## config.mk

```make
export PLATFORM = sky130hd
export DESIGN_NAME = uart_tx_engine
export DESIGN_NICKNAME = d
export VERILOG_FILES = /design/src/rtl/uart_tx_engine.sv
export SDC_FILE = /design/constraint.sdc
export NUM_CORES = 1
export LEC_CHECK = 0
export ABC_AREA = 1
export CAP_MARGIN = 25
export CORE_ASPECT_RATIO = 2
export CORE_UTILIZATION = 50
export CTS_CLUSTER_SIZE = 28
export DETAILED_ROUTE_END_ITERATION = 12
export PLACE_DENSITY = 0.69
export SYNTH_ARGS = -nofsm -noshare
export SYNTH_HDL_FRONTEND = slang
export SYNTH_SLANG_ARGS = --single-unit
export TNS_END_PERCENT = 30
```

## constraint.sdc

```tcl
create_clock -name clk_tx -period 6.1 [get_ports clk_tx]
set_input_delay 0.915 -clock clk_tx [delete_from_list [all_inputs] [get_ports clk_tx]]
set_output_delay 0.915 -clock clk_tx [all_outputs]
set_load 0.005 [all_outputs]
```

## src/rtl/uart_tx_engine.sv

```systemverilog
// uart_tx_engine
// Serial back end of the debug-unit print path. Bytes arrive from the print
// stage over a valid/ready handshake. They are buffered in a small FIFO and
// sent on txd as 8N1 UART frames, LSB first.
//
// Ports
//   clk_tx      in   transmit clock
//   rst         in   asynchronous reset, active-high
//   vld_tx      in   d_tx holds a valid byte
//   d_tx        in   byte to send (8 bits)
//   rdy_tx      out  FIFO can accept a byte (= not full)
//   txd         out  UART serial line, idle high, registered
//   busy        out  frame in progress or FIFO non-empty
//   fifo_level  out  current FIFO occupancy ($clog2(FIFO_DEPTH)+1 bits)
//   dbg_state   out  FSM state (0 IDLE, 1 START, 2 DATA, 3 STOP)
//
// Handshake: a byte transfers on every rising clk_tx edge where vld_tx and
// rdy_tx are both high. rdy_tx depends only on registered occupancy, so it
// never depends on vld_tx in the same cycle. When rdy_tx is low, vld_tx is
// ignored. The producer must then hold d_tx stable until the transfer happens.
module uart_tx_engine #(
  parameter int CLK_HZ     = 100_000_000,
  parameter int BAUD       = 115200,
  parameter int FIFO_DEPTH = 4
) (
  input  logic                        clk_tx,
  input  logic                        rst,
  input  logic                        vld_tx,
  input  logic [7:0]                  d_tx,
  output logic                        rdy_tx,
  output logic                        txd,
  output logic                        busy,
  output logic [$clog2(FIFO_DEPTH):0] fifo_level,
  output logic [1:0]                  dbg_state
);

  localparam int DIV   = CLK_HZ / BAUD;
  localparam int CNT_W = (DIV > 1) ? $clog2(DIV) : 1;
  localparam int PTR_W = $clog2(FIFO_DEPTH);
  localparam int LVL_W = PTR_W + 1;

  typedef enum logic [1:0] {
    S_IDLE  = 2'd0,
    S_START = 2'd1,
    S_DATA  = 2'd2,
    S_STOP  = 2'd3
  } state_t;

  // FIFO storage and bookkeeping
  logic [7:0]       r_mem [FIFO_DEPTH];
  logic [PTR_W-1:0] r_wr_ptr;
  logic [PTR_W-1:0] r_rd_ptr;
  logic [LVL_W-1:0] r_level;
  logic             w_push;
  logic             w_pop;
  logic             w_empty;
  logic [7:0]       w_head;

  // FSM / shifter state
  state_t           r_state;
  state_t           w_state_nxt;
  logic [CNT_W-1:0] r_cnt;
  logic [CNT_W-1:0] w_cnt_nxt;
  logic [2:0]       r_bit_idx;
  logic [2:0]       w_bit_idx_nxt;
  logic [7:0]       r_shift;
  logic [7:0]       w_shift_nxt;
  logic             r_txd;
  logic             w_txd_d;
  logic             w_bit_end;

  // Full/empty come from the occupancy count, never from pointer compare.
  assign w_empty = (r_level == '0);
  assign rdy_tx  = (r_level != LVL_W'(FIFO_DEPTH));
  assign w_push  = vld_tx & rdy_tx;
  assign w_head  = r_mem[r_rd_ptr];

  always_ff @(posedge clk_tx) begin
    if (w_push) r_mem[r_wr_ptr] <= d_tx;
  end

  always_ff @(posedge clk_tx or posedge rst) begin
    if (rst) begin
      r_wr_ptr <= '0;
      r_rd_ptr <= '0;
      r_level  <= '0;
    end else begin
      if (w_push) r_wr_ptr <= r_wr_ptr + 1'b1;
      if (w_pop)  r_rd_ptr <= r_rd_ptr + 1'b1;
      case ({w_push, w_pop})
        2'b10:   r_level <= r_level + 1'b1;
        2'b01:   r_level <= r_level - 1'b1;
        default: r_level <= r_level;
      endcase
    end
  end

  assign w_bit_end = (r_cnt == CNT_W'(DIV - 1));

  // Next-state logic. w_txd_d is the line level for the current state. It is
  // registered into r_txd, so txd lags the state by one cycle. Every state
  // still lasts exactly DIV cycles, so each bit period stays exact.
  always_comb begin
    w_state_nxt   = r_state;
    w_cnt_nxt     = r_cnt;
    w_bit_idx_nxt = r_bit_idx;
    w_shift_nxt   = r_shift;
    w_txd_d       = 1'b1;
    w_pop         = 1'b0;
    case (r_state)
      S_IDLE: begin
        w_cnt_nxt = '0;
        if (!w_empty) begin
          w_pop       = 1'b1;
          w_shift_nxt = w_head;
          w_state_nxt = S_START;
        end
      end
      S_START: begin
        w_txd_d   = 1'b0;
        w_cnt_nxt = w_bit_end ? '0 : r_cnt + 1'b1;
        if (w_bit_end) begin
          w_bit_idx_nxt = 3'd0;
          w_state_nxt   = S_DATA;
        end
      end
      S_DATA: begin
        w_txd_d   = r_shift[0];
        w_cnt_nxt = w_bit_end ? '0 : r_cnt + 1'b1;
        if (w_bit_end) begin
          w_shift_nxt   = {1'b0, r_shift[7:1]};
          w_bit_idx_nxt = r_bit_idx + 3'd1;
          if (r_bit_idx == 3'd7) w_state_nxt = S_STOP;
        end
      end
      S_STOP: begin
        w_txd_d   = 1'b1;
        w_cnt_nxt = w_bit_end ? '0 : r_cnt + 1'b1;
        if (w_bit_end) begin
          // Chain straight into the next frame when data is waiting.
          if (!w_empty) begin
            w_pop       = 1'b1;
            w_shift_nxt = w_head;
            w_state_nxt = S_START;
          end else begin
            w_state_nxt = S_IDLE;
          end
        end
      end
      default: w_state_nxt = S_IDLE;
    endcase
  end

  always_ff @(posedge clk_tx or posedge rst) begin
    if (rst) begin
      r_state   <= S_IDLE;
      r_cnt     <= '0;
      r_bit_idx <= 3'd0;
      r_shift   <= 8'd0;
      r_txd     <= 1'b1;
    end else begin
      r_state   <= w_state_nxt;
      r_cnt     <= w_cnt_nxt;
      r_bit_idx <= w_bit_idx_nxt;
      r_shift   <= w_shift_nxt;
      r_txd     <= w_txd_d;
    end
  end

  assign txd        = r_txd;
  assign busy       = (r_state != S_IDLE) | ~w_empty;
  assign fifo_level = r_level;
  assign dbg_state  = r_state;

endmodule

```

* Yosys cells after proc, flatten, opt, wreduce, memory -nomap -nowiden *
Memory sizes are Yosys's and may differ from the RTL's.
Cells that the tools add are included.

operators by class
  $add $sub $neg = 6
  equal/unequal tests = 13
  muxes and demuxes = 23
  bitwise operators = 3
  reductions and logical operators = 10

operators by type and width
  kind                                                 number
  2-to-1 mux 8 bit                                     3
  one-hot mux 8 bit (3 select lines)                   1
  one-hot mux 10 bit (2 select lines)                  1
  one-hot mux 3 bit (2 select lines)                   2
  adder 10 x 1 -> 10 bit, second input constant        1
  equality test 10 bit, second input constant          1
  2-to-1 mux 10 bit                                    1
  2-to-1 mux 2 bit                                     5
  inequality test 2 bit, second input constant         5
  one-hot mux 2 bit (4 select lines)                   1
  adder 3 x 1 -> 3 bit, second input constant          2
  equality test 2 bit, second input constant           3
  2-to-1 mux 3 bit                                     2
  AND reduction 3 bit                                  2
  nonzero test 2 bit                                   3
  2-to-1 mux 1 bit                                     5
  AND reduction 5 bit                                  1
  adder 2 x 1 -> 2 bit, second input constant          2
  equality test 2 x 1 -> 1 bit, second input constant  2
  one-hot mux 1 bit (2 select lines)                   2
  equality test 3 bit, second input constant           1
  zero test 3 bit                                      1
  inequality test 3 bit, second input constant         1
  nonzero test 3 bit                                   1
  other kinds (6)                                      6

storage, ports and cells
  bits in registers = 31
  RAM bits = 32
  input bits = 11
  word-level logic and storage cells = 64
  memories = 1

memory list
  memory  words  width  read ports  clocked after Yosys merged registers in  write ports  line  text
  r_mem   4      8      1           0                                        1            50    logic [7:0] r_mem [FIFO_DEPTH];

* Longest topological paths before layout *
  word-level depth = 6
  depth in mapped cells = 15
  depth with buffers taken out = 15

* Least setup slack after synthesis *
OpenSTA, ideal clock, no wires.

  kind = reg-to-reg
  start = register r_cnt[0]
  end = register r_level[2] (netlist: fifo_level[2])
  arrival = 2.052 ns
  path slack = 3.918 ns
  cell stages (with the launch flop) = 16
  path buffers = 0
  period minus slack after synthesis = 2.182 ns
  cell sequence = dfrtp_1 ha_1 nand2_2 nor2_4 inv_2 nor2_2 nand2_1 nand2_2 nand2_2 inv_1 ha_1 inv_1 fa_1 a21oi_1 o21ai_0 xor2_1

on the way
  word-level cells in the longest chain between the ends = 5
  elaborated cells on any way between the ends = 7
  those cells by class = eq/ne (3); mux (3); reduce/logical (1)

RTL lines
  element                                                                          line  text
  start: declaration                                                               62    logic [CNT_W-1:0] r_cnt;
  start signal: assignment                                                         163   r_cnt <= w_cnt_nxt;
  equality test 10 bit *                                                           98    assign w_bit_end = (r_cnt == CNT_W'(DIV - 1));
  2-to-1 mux 1 bit *                                                               139   if (w_bit_end) begin
  one-hot mux 1 bit (2 select lines) *                                             110   case (r_state)
  named net w_pop                                                                  55    logic w_pop;
  equality test 2 x 1 -> 1 bit / equality test 2 bit (equally long branches)       90    case ({w_push, w_pop})
  one-hot mux 3 bit (2 select lines) / nonzero test 2 bit (equally long branches)  n/a
  end signal: assignment                                                           91    2'b10: r_level <= r_level + 1'b1;
  end signal: assignment                                                           92    2'b01: r_level <= r_level - 1'b1;
  end signal: assignment                                                           93    default: r_level <= r_level;
  end: declaration                                                                 53    logic [LVL_W-1:0] r_level;

Mark *: on every way through the listed nets, which the timed path passes. The rest lies on a longest branch.
A chain may end at the register's enable or synchronous reset.

* Final worst setup path *
  start = register r_state[0] (netlist: dbg_state[0])
  end = output busy

on the way
  word-level cells in the longest chain between the ends = 2

RTL lines
  element                   line  text
  start: declaration        60    state_t r_state;
  start signal: assignment  162   r_state <= w_state_nxt;
  nonzero test 2 bit        171   assign busy = (r_state != S_IDLE) | ~w_empty;
  bitwise OR 1 bit          171
  end: declaration          32    output logic busy,

No other way between the ends.

==> results.py <==
metrics = {
    "run": {
        "max-cap-violations": 0,
    },
    "logic_synthesis": {
        "syn_nets": 335,
        "synth_cell_types": 34,
        "synth-compound-area-share_pct": 3.803,
        "netlist_instances": 309,
        "muxShareOfSynthArea_pct": 0,
        "post_synth_fa_ha_maj_area_fraction_pct": 6.449,
        "yosysWarnings": 0,
        "syn_area_um2": 3027,
        "synth_top_family_by_area": "simple AND/OR/NAND/NOR gates",
        "ys_seq_elements": 63,
        "synth-edff-count": 32,
        "synth_ff_type": "edfxtp_1",
        "synthSimpleGateAreaFrac_pct": 25.09,
        "synth_xor_area_share_pct": 2.026,
        "syn_avg_cell_area_um2": 9.795,
        "seq_area_frac_synth_pct": 57.42,
        "synthArstFlopShare_pct": 49.21,
    },
    "placed_design": {
        "pre_cts_ws_ns": 3.341,
        "place.gp.congestion": 0.7773,
        "port_buffers": 18,
        "dp_hpwl_mm": 3.987,
    },
    "clock_network": {
        "clock_latency_ns": 0.33,
        "htree_levels": 3,
        "cts_buffers": 9,
        "ctsHoldBuffers": 0,
        "cts_tree": "built",
        "cts_root_buf": "clkbuf_16",
        "cts_sinks": 63,
        "clockBufferDepth": 2,
        "clk_pin_slew_ns": 0.06,
        "post-cts-setup-buffers": 0,
        "post_cts_resized": 0,
    },
    "setup_path": {
        "cpPeakStageDelay_ns": 0.49,
        "r2r_end": "fifo_level[2]",
        "worst_setup_path_end_kind": "output pin",
        "critical-path-top-delay-family": "buffers and inverters",
        "crit_chain": "inv_1, ha_1, nand2_1, clkdlybuf4s50_1",
        "crit_fanout": 7,
        "crit_required_ns": 5.18,
        "r2r_slack_ns": 3.64,
        "path_buf_inv": 2,
        "r2r_start": "r_cnt[0]",
        "crit_type": "register to output pin",
        "cp_slowest_cell": "clkdlybuf4s50_1",
        "arrival_ns": 1.79,
        "start_kind": "register",
        "worstRegToRegCells": 15,
    },
    "sta": {
        "worst_pin_slew_ns": 0.6925,
        "fin_crit_ns": 2.706,
        "timing.final.crit_share_pct": 44.37,
        "fin_ws_ns": 3.394,
        "clock_skew_ns": 0.006523,
        "slew_violations": 0,
        "hold_violations": 0,
        "rsz0062_at_grt": "no",
        "maxSlewHeadroom_pct": 53.66,
        "max_freq_mhz": 369.5,
        "tns_ns": 0,
        "setup_viol": 0,
    },
    "power": {
        "p_int_uw": 894.4,
        "p_sw_share_pct": 24.84,
        "vdd_drop_max_uv": 257.4,
        "p_clk_share_pct": 41.8,
        "sequentialPowerShare_pct": 44.9,
        "power.switching_uw": 295.6,
        "power_frac_comb_pct": 13.2,
        "p_leak_uw": 0.001581,
        "powerDensity_nw_per_um2": 335.4,
    },
    "detailed_routing": {
        "drc": 0,
        "wl_per_cell_um": 13.19,
        "ant_nets": 0,
        "viasPerCell": 5.063,
        "dr.first_iter.drc_count": 89,
        "drt_first_pass_iters": 4,
        "wirelength_mm": 5.261,
        "via_count": 2020,
    },
    "grt": {
        "grt_overflow_total": 0,
        "first_global_vias": 2031,
        "grt_pass1_wl_mm": 8.845,
        "grt_max_degree": 32,
        "grt_antenna_before_repair": 0,
        "grt_usage_pct": 18.70,
    },
    "layout": {
        "n_antenna_cell": 0,
        "nets": 359,
        "n_fill_cell": 499,
        "syn_to_final_growth_pct": 17.24,
        "regArea_um2": 1738,
        "drive_gt1_share_pct": 10.95,
        "multiInputGateArea_um2": 1131,
    },
    "hold_path": {
        "min_from": "r_cnt[0]",
        "hold_path_end": "r_cnt[0]",
        "hold_class": "register to register",
        "hold_depth": 1,
    },
    "run_status": {
        "status": "finished clean",
    },
    "die": {
        "rows": 39,
        "die_w_um": 57.02,
        "io_pins": 19,
        "die_y_um": 112.0,
        "die-area_um2": 6387,
        "initial_core_util_pct": 52.56,
        "core_area_um2": 5758,
    },
}
## cell type report
type | instances | share of cell area, %
Clock buffer | 9 | 6.347
Multi-Input combinational cell | 210 | 31.88
Timing Repair Buffer | 19 | 5.289
Clock inverter | 7 | 2.080
Tap cell | 61 | 2.151
Inverter | 30 | 3.279
Sequential cell | 63 | 48.98
## layer usage
layer / part of all wire (%) / global-route usage [%] / up-vias
li1: - / - / 1058
met1: 38 / 18.00 / 924
met2: 57 / 34.59 / 25
met3: 1.7 / 2.880 / 13
met4: 3.1 / 13.17 / 0
met5: 0 / 0 / -
## cells in the mapped netlist (all sizes together) (2+ instances only)
cell	n	area, µm²
a21oi	6	30.03
buf	6	41.28
dfrtp	30	750.7
edfxtp	32	960.9
ha	14	175.2
inv	29	111.4
nand2	97	381.6
nand3	38	195.2
nor2	28	120.1
nor3b	3	27.52
o21ai	9	56.30
o21bai	2	15.01
xnor2	2	17.52
xor2	5	43.79
## layout by cell type (no fill, tap or decap), drive strengths merged, types with 2 or more instances in the layout
cell and count:
clkdlybuf4s50 18, nor2 28, xor2 5, o21bai 2, inv 29, dfrtp 30
nor3b 3, ha 14, clkinv 6, a21oi 6, nand2 97, o21ai 9
xnor2 2, edfxtp 32, clkbuf 9, nand3 38
## per-stage QoR
| stage | cells | util, % | hold WS [ns] | instance area, µm² | power, µW |
|---|---|---|---|---|---|
| 2_1_floorplan | 309 | - | 0.4251 | 3027 | 638.7 |
| 5_1_grt | 399 | 61.63 | 0.4726 | 3548 | 1245 |
| 6_report | 399 | 61.63 | 0.4487 | 3548 | 1190 |
| 4_1_cts | 399 | 61.63 | 0.4509 | 3548 | 1202 |
| 3_3_place_gp | 383 | 56.43 | 0.4366 | 3249 | 698.3 |
| 3_5_place_dp | 383 | 56.43 | 0.4432 | 3249 | 705.8 |
## registers in the layout (all words and copies together) (netlist names)
| register | flops |
|---|---|
| dbg_state | 2 |
| fifo_level | 3 |
| r_mem | 32 |
| r_bit_idx | 3 |
| r_wr_ptr | 2 |
| r_cnt | 10 |
| txd | 1 |
| r_shift | 8 |
| r_rd_ptr | 2 |
## power by group through the flow
stage,combinational [µW],clock (µW),sequential (µW)
after floorplan,100,0,539
after CTS,163,504,535
final,158,498,535
after global routing,184,522,540
after global placement,157,0,542
after detailed placement,164,0,542
## cell families (layout without fill, tap and decap cells)
kind of cell               after synthesis  in the layout
and+or+nand+nor                        169            169
DFF                                     63             63
AOI/OAI and AO/OA                       19             19
buffers and inverters                   36             65
adders and majority gates               15             15
xor gates and xnor gates                 7              7
## worst register-to-register path: stages (launching register included)
cell	delay (ns)
dfrtp_1	0.35
ha_1	0.21
nand2_2	0.09
nor2_4	0.12
inv_2	0.05
nor2_2	0.21
nand2_1	0.10
nand2_2	0.11
nand2_2	0.06
inv_1	0.05
ha_1	0.13
inv_1	0.07
fa_1	0.38
a21oi_1	0.15
o21ai_0	0.11
xor2_1	0.15
## how the worst max path moves through the flow
stage / from / endpoint / slack (ns) / cells after the start
after global routing: dbg_state[0] / busy / 3.29 / 4
final: dbg_state[0] / busy / 3.39 / 4
after CTS: dbg_state[0] / busy / 3.38 / 4
after floorplan: r_cnt[0] / fifo_level[2] / 3.92 / 15
after global placement: vld_tx / fifo_level[2] / 3.41 / 8
after detailed placement: vld_tx / fifo_level[2] / 3.34 / 8
No activity file was read; power rests on OpenSTA's default activity.
